## src/rtl/fifo_wr_arbiter.sv

```systemverilog
// Round-robin write arbiter: N_REQ valid/ready producers share one FIFO write port,
// one owner at a time for up to MAX_BURST beats, then the pointer rotates past the owner.
module fifo_wr_arbiter #(
  parameter int N_REQ     = 4,
  parameter int DATA_W    = 8,
  parameter int MAX_BURST = 4
) (
  input  logic                      clk,
  input  logic                      reset_n,
  input  logic [N_REQ-1:0]          req_valid,
  input  logic [N_REQ*DATA_W-1:0]   req_data,
  output logic [N_REQ-1:0]          req_ready,
  output logic [N_REQ-1:0]          grant,
  input  logic                      fifo_full,
  output logic                      fifo_wr,
  output logic [DATA_W-1:0]         fifo_wdata
);

  localparam int PTR_W = $clog2(N_REQ);
  localparam int CNT_W = $clog2(MAX_BURST + 1);
  localparam logic [N_REQ-1:0] ONE_HOT0   = {{(N_REQ-1){1'b0}}, 1'b1};
  localparam logic [PTR_W-1:0] LAST_REQ   = PTR_W'(N_REQ - 1);
  localparam logic [CNT_W-1:0] LAST_BEAT  = CNT_W'(MAX_BURST - 1);

  typedef enum logic [0:0] {
    ST_IDLE  = 1'b0,
    ST_BURST = 1'b1
  } state_t;

  state_t             state_r, state_s;
  logic [PTR_W-1:0]   g_r, g_s;
  logic [PTR_W-1:0]   rr_ptr_r, rr_ptr_s;
  logic [CNT_W-1:0]   cnt_r, cnt_s;

  // First valid requester at or after ptr, wrapping modulo N_REQ.
  function automatic logic [PTR_W-1:0] rr_pick(input logic [N_REQ-1:0] v,
                                               input logic [PTR_W-1:0] ptr);
    logic [PTR_W-1:0] pick;
    logic             found;
    int               idx;
    pick  = '0;
    found = 1'b0;
    for (int k = 0; k < N_REQ; k++) begin
      idx = (int'(ptr) + k) % N_REQ;
      if (!found && v[idx]) begin
        pick  = idx[PTR_W-1:0];
        found = 1'b1;
      end
    end
    return pick;
  endfunction

  function automatic logic [PTR_W-1:0] next_idx(input logic [PTR_W-1:0] i);
    return (i == LAST_REQ) ? '0 : i + 1'b1;
  endfunction

  // State register; reset_n is active-high despite its name.
  always_ff @(posedge clk or posedge reset_n) begin
    if (reset_n) begin
      state_r  <= ST_IDLE;
      g_r      <= '0;
      rr_ptr_r <= '0;
      cnt_r    <= '0;
    end else begin
      state_r  <= state_s;
      g_r      <= g_s;
      rr_ptr_r <= rr_ptr_s;
      cnt_r    <= cnt_s;
    end
  end

  // Next-state: arbitration in IDLE, beat counting and release in BURST.
  always_comb begin
    state_s  = state_r;
    g_s      = g_r;
    rr_ptr_s = rr_ptr_r;
    cnt_s    = cnt_r;
    case (state_r)
      ST_IDLE: begin
        if (|req_valid) begin
          state_s = ST_BURST;
          g_s     = rr_pick(req_valid, rr_ptr_r);
          cnt_s   = '0;
        end else begin
          state_s = ST_IDLE;
        end
      end
      ST_BURST: begin
        if (!req_valid[g_r]) begin
          state_s  = ST_IDLE;
          rr_ptr_s = next_idx(g_r);
        end else if (!fifo_full) begin
          if (cnt_r == LAST_BEAT) begin
            state_s  = ST_IDLE;
            rr_ptr_s = next_idx(g_r);
          end else begin
            cnt_s = cnt_r + 1'b1;
          end
        end else begin
          cnt_s = cnt_r;
        end
      end
      default: begin
        state_s = ST_IDLE;
      end
    endcase
  end

  // Outputs: grant from registered owner, write path combinational through the owner's slice.
  always_comb begin
    grant      = '0;
    req_ready  = '0;
    fifo_wr    = 1'b0;
    fifo_wdata = '0;
    case (state_r)
      ST_BURST: begin
        grant      = ONE_HOT0 << g_r;
        req_ready  = fifo_full ? '0 : (ONE_HOT0 << g_r);
        fifo_wr    = req_valid[g_r] & ~fifo_full;
        fifo_wdata = req_data[int'(g_r)*DATA_W +: DATA_W];
      end
      ST_IDLE: begin
        grant = '0;
      end
      default: begin
        grant = '0;
      end
    endcase
  end

endmodule
```

## config.mk

```make
export PLATFORM = sky130hd
export DESIGN_NAME = fifo_wr_arbiter
export DESIGN_NICKNAME = d
export VERILOG_FILES = /design/src/rtl/fifo_wr_arbiter.sv
export SDC_FILE = /design/constraint.sdc
export NUM_CORES = 1
export LEC_CHECK = 0
export CORE_UTILIZATION = 36
export DETAILED_ROUTE_END_ITERATION = 8
export PLACE_DENSITY_LB_ADDON = 0.15
export SYNTH_ARGS = -nofsm -noshare
export SYNTH_HDL_FRONTEND = slang
export SYNTH_SLANG_ARGS = --single-unit
```

## constraint.sdc

```tcl
create_clock -name clk -period 2.5 [get_ports clk]
set_clock_uncertainty 0.1 [all_clocks]
set_input_delay 0.75 -clock clk [delete_from_list [all_inputs] [get_ports clk]]
set_output_delay 0.75 -clock clk [all_outputs]
set_load 0.01 [all_outputs]
```

-- Word level (Yosys, flattened, before mapping)
Index checks and enable logic that the tools add are counted.
- register bits: 8
- word-level logic and storage cells: 88
- output and inout port bits: 17
- shifts and indexed selects: 2
- reduce and logical (&&, ||, !) cells: 13
- $lt $le $gt $ge: 5
- eq/ne operators: 8
- add/sub/neg operators: 5
- multiplexer cells: 45
- bitwise logic cells: 6
- operators by type and width (kind ; number):
    $shiftx A32 B6 Y8 ; 1
    $mux W1 ; 22
    $mux W2 ; 8
    $lt A3 B4 Y1 const B ; 3
    $mux W3 ; 4
    $bmux W1 S2 ; 5
    $mux W4 ; 2
    $mux W8 ; 1
    $ne A2 B2 Y1 const B ; 4
    $pmux W4 S2 ; 1
    $lt A2 B3 Y1 const B ; 2
    $pmux W3 S2 ; 1
    $reduce_or A2 Y1 ; 3
    $add A2 B1 Y2 const B ; 2
    $add A2 B2 Y2 const B ; 2
    $ne A2 B1 Y1 const B ; 2
    $reduce_and A4 Y1 ; 1
    $reduce_or A4 Y1 ; 1
    $shl A1 B2 Y4 const A ; 1
    $add A3 B1 Y3 const B ; 1
    $and A1 B1 Y1 const A ; 3
    $eq A3 B2 Y1 const B ; 1
    $logic_and A1 B1 Y1 ; 3
    $logic_not A1 Y1 ; 3
    6 further kinds ; 7

-- Logic depth before layout (Yosys ltp)
- depth in word-level cells: 18
- gate-level depth with buffers: 6
- mapped depth without buffers: 6

-- Worst setup path before layout
No wires, ideal clock.
- path kind: input -> output
- start point: input port req_valid[3]
- end point: output port fifo_wr
- slack: 242 ps
- cell stages on the path: 2
- data required time: 1650 ps
- arrival time: 1408 ps
- path through: mux4_2 and2_4
- longest elaborated chain between the ends: 4
- RTL lines (item ; RTL line ; source):
    start, declared ; 10 ; input logic [N_REQ-1:0] req_valid,
    $bmux W1 S2 ; 119 ; fifo_wr = req_valid[g_r] & ~fifo_full;
    $mux W1 (implied by the code) ; 119 ;
    $and A1 B1 Y1 ; 119 ;
    $mux W1 ; 115 ; case (state_r)
    end, declared ; 15 ; output logic fifo_wr,
Every way passes these cells. The select of a mux whose other input is x is not followed.

-- Worst setup path after layout
- start point: input port req_data[1]
- end point: output port fifo_wdata[1]
- longest elaborated chain between the ends: 2
- RTL lines (item ; RTL line ; source):
    start, declared ; 11 ; input logic [N_REQ*DATA_W-1:0] req_data,
    $shiftx A32 B6 Y8 ; 120 ; fifo_wdata = req_data[int'(g_r)*DATA_W +: DATA_W];
    $mux W8 ; 115 ;
    end, declared ; 16 ; output logic [DATA_W-1:0] fifo_wdata
Every way passes these cells.

==> metrics.cfg <==
[cts]
cts_root_buffer = clkbuf_4
insertion_delay_ns = 0.25
cts_buffers = 3
clockBufferDepth = 2
cts_sinks = 8
holdBufCountCts = 0
cts_tree = built
htree_levels = 1
path_clk_slew_ns = 0.05

[layout]
drive_gt1_share_pct = 47.4
nets = 203
finalNonFillerCells = 184
antenna_cells = 0
area_growth_pct = 64.2
fill_cells = 200

[floorplanning]
die_w_um = 50.9
row_count = 17
start_util_pct = 38.5
die_h_um = 50.9
dieArea_um2 = 2590
io_pins = 56
core_um2 = 2230

[logic_synthesis]
synthFlopType = dfrtp_1
syn-num-nets = 132
ys_types = 26
ys_warn_count = 0
syn_avg_cell_area_um2 = 9.88
yosys_register_bits = 8
ys_async_sr_fraction_pct = 100
ys_seq_area_share_pct = 23.3
synth_edf_count = 0
netlist_area_um2 = 860
synth_cells = 87

[placement]
place.gp.congestion = 0.801
dp_hpwl_mm = 1.96
numPortBuffers = 55
dp.cells = 177

[sta]
slew_viol_final = 0
hold_viol_final = 0
setup_viol = 0
min_period_ns = 2.49
slew_headroom_pct = 81.0
rsz0062_at_grt = false
setup_tns_ns = 0
max_freq_ghz = 0.402
tightest_slew_ns = 0.284
fin_crit_sh_pct = 99.5

[power]
peakVddDrop_v = 0.000653
p_leak_nw = 0.736
cellPowerDensity_nw_per_um2 = 891

[min_path]
hold_path.class = flip-flop to flip-flop

[global_routing]
grt_max_degree = 16
overflow = 0
grt_pass1_wl_mm = 4.08
grt_usage_pct = 20.8
antenna_found_initial = 0
grt_pass1_vias = 910

[detailed_routing]
wl_mm = 2.33
vias = 902
postRouteAntennaNets = 0
routedWlPerCell_um = 12.6
drt_iter0_drc = 5
firstDrtPassIters = 4
drc = 0
via_per_inst = 4.90

[flow_run]
max-cap-violations = 0

[setup_path]
reg2reg_slack_ns = 0.70
crit_path_max_fanout = 1
endpoint_kind = output pin
worstPathArrival_ns = 1.64
critPathKind = primary input to output pin
worstPathRequired_ns = 1.65
critPathLaunchType = primary input

[status]
outcome = finished clean

flip-flops by register name (all words and copies together) (netlist names):
signal and count:
cnt_r 3, state_r 1, rr_ptr_r 2, g_r 2
where the power goes:
| part | internal [mW] | switching [mW] |
|---|---|---|
| registers | 0.186 | 0.0352 |
| logic | 0.527 | 0.415 |
| clock network | 0.0546 | 0.0389 |
| total | 0.768 | 0.489 |
through the flow:
stage / area, um2 / hold slack, ns / power [mW] / utilization, % / setup slack [ns]
3_5_place_dp: 1500 / 0.389 / 1.20 / 67.3 / -0.720
2_1_floorplan: 860 / 0.352 / 0.773 / - / 0.242
3_3_place_gp: 1500 / 0.372 / 1.18 / 67.3 / -0.686
5_1_grt: 1410 / 0.432 / 1.37 / 63.2 / 0.000824
6_report: 1410 / 0.386 / 1.26 / 63.2 / 0.0128
4_1_cts: 1530 / 0.393 / 1.27 / 68.3 / -0.00195
path summary, 6_finish.rpt:
check | startpoint | endpoint | cells past startpoint
hold reg to reg | cnt_r[0] | cnt_r[0] | 1
min in group asynchronous | reset_n | cnt_r[2] | 2
hold / removal | cnt_r[0] | cnt_r[0] | 1
setup reg to reg | g_r[0] | cnt_r[0] | 6
max in group asynchronous | reset_n | g_r[1] | 2
setup / recovery | req_data[1] | fifo_wdata[1] | 4
cell families after synthesis:
logic type / Yosys count / share of synthesized area [%]
AND/OR/NAND/NOR: 35 / 23.6
AO/OA/AOI/OAI: 14 / 11.5
buffers and inverters: 12 / 5.82
multiplexers: 12 / 27.1
flip-flops: 8 / 23.3
adder cells (fa/ha/maj): 6 / 8.73
per-layer routing:
| layer | share of wire [%] | up-vias | routed length [um] | GRT usage, % |
|---|---|---|---|---|
| met5 | 0 | - | 0 | 0 |
| met4 | 0 | 0 | 0 | 4.17 |
| met3 | 5.0 | 0 | 116 | 4.17 |
| met2 | 53 | 32 | 1240 | 38.9 |
| met1 | 42 | 422 | 973 | 24.4 |
| li1 | - | 448 | - | - |
layout by cell type (no fill, tap or decap), types with 6 or more instances in the layout:
cell,instances
mux4_2,9
buf_4,13
and2_1,14
clkbuf_2,24
ha_1,6
nand2_1,7
clkdlybuf4s15_1,8
inv_1,9
buf_6,7
buf_2,9
dfrtp_1,7
synth_stat cells, drive strengths merged, types with 2 or more instances:
master	n	share of area, %
buf	2	1.5
o21ai	5	2.9
and2	17	13
inv	9	3.9
dfrtp	8	23
nor2b	3	2.2
mux2i	3	3.5
a221oi	2	2.0
ha	6	8.7
nor2	3	1.3
mux4	9	24
o2bb2ai	2	2.0
nand2	7	3.1
nand2b	2	2.3
timing repair:
| action | CTS | global route |
|---|---|---|
| pin swaps | 10 | 6 |
| setup buffers | 4 | 0 |
| setup endpoints to repair | 17 | 9 |
| resized for setup | 144 | 26 |
critical path, cell delays in order:
cell	delay (ns)
clkdlybuf4s15_1	0.16
mux4_2	0.43
and2_1	0.16
buf_2	0.13
cell type report:
class	count	area, um2	share of cell area (%)
Multi-Input combinational cell	67	617	43.7
Sequential cell	8	201	14.3
Tap cell	28	35.0	2.48
Timing Repair Buffer	69	502	35.5
Inverter	9	33.8	2.39
Clock buffer	3	22.5	1.60
Note: power is estimated with default switching activity, not from simulation.
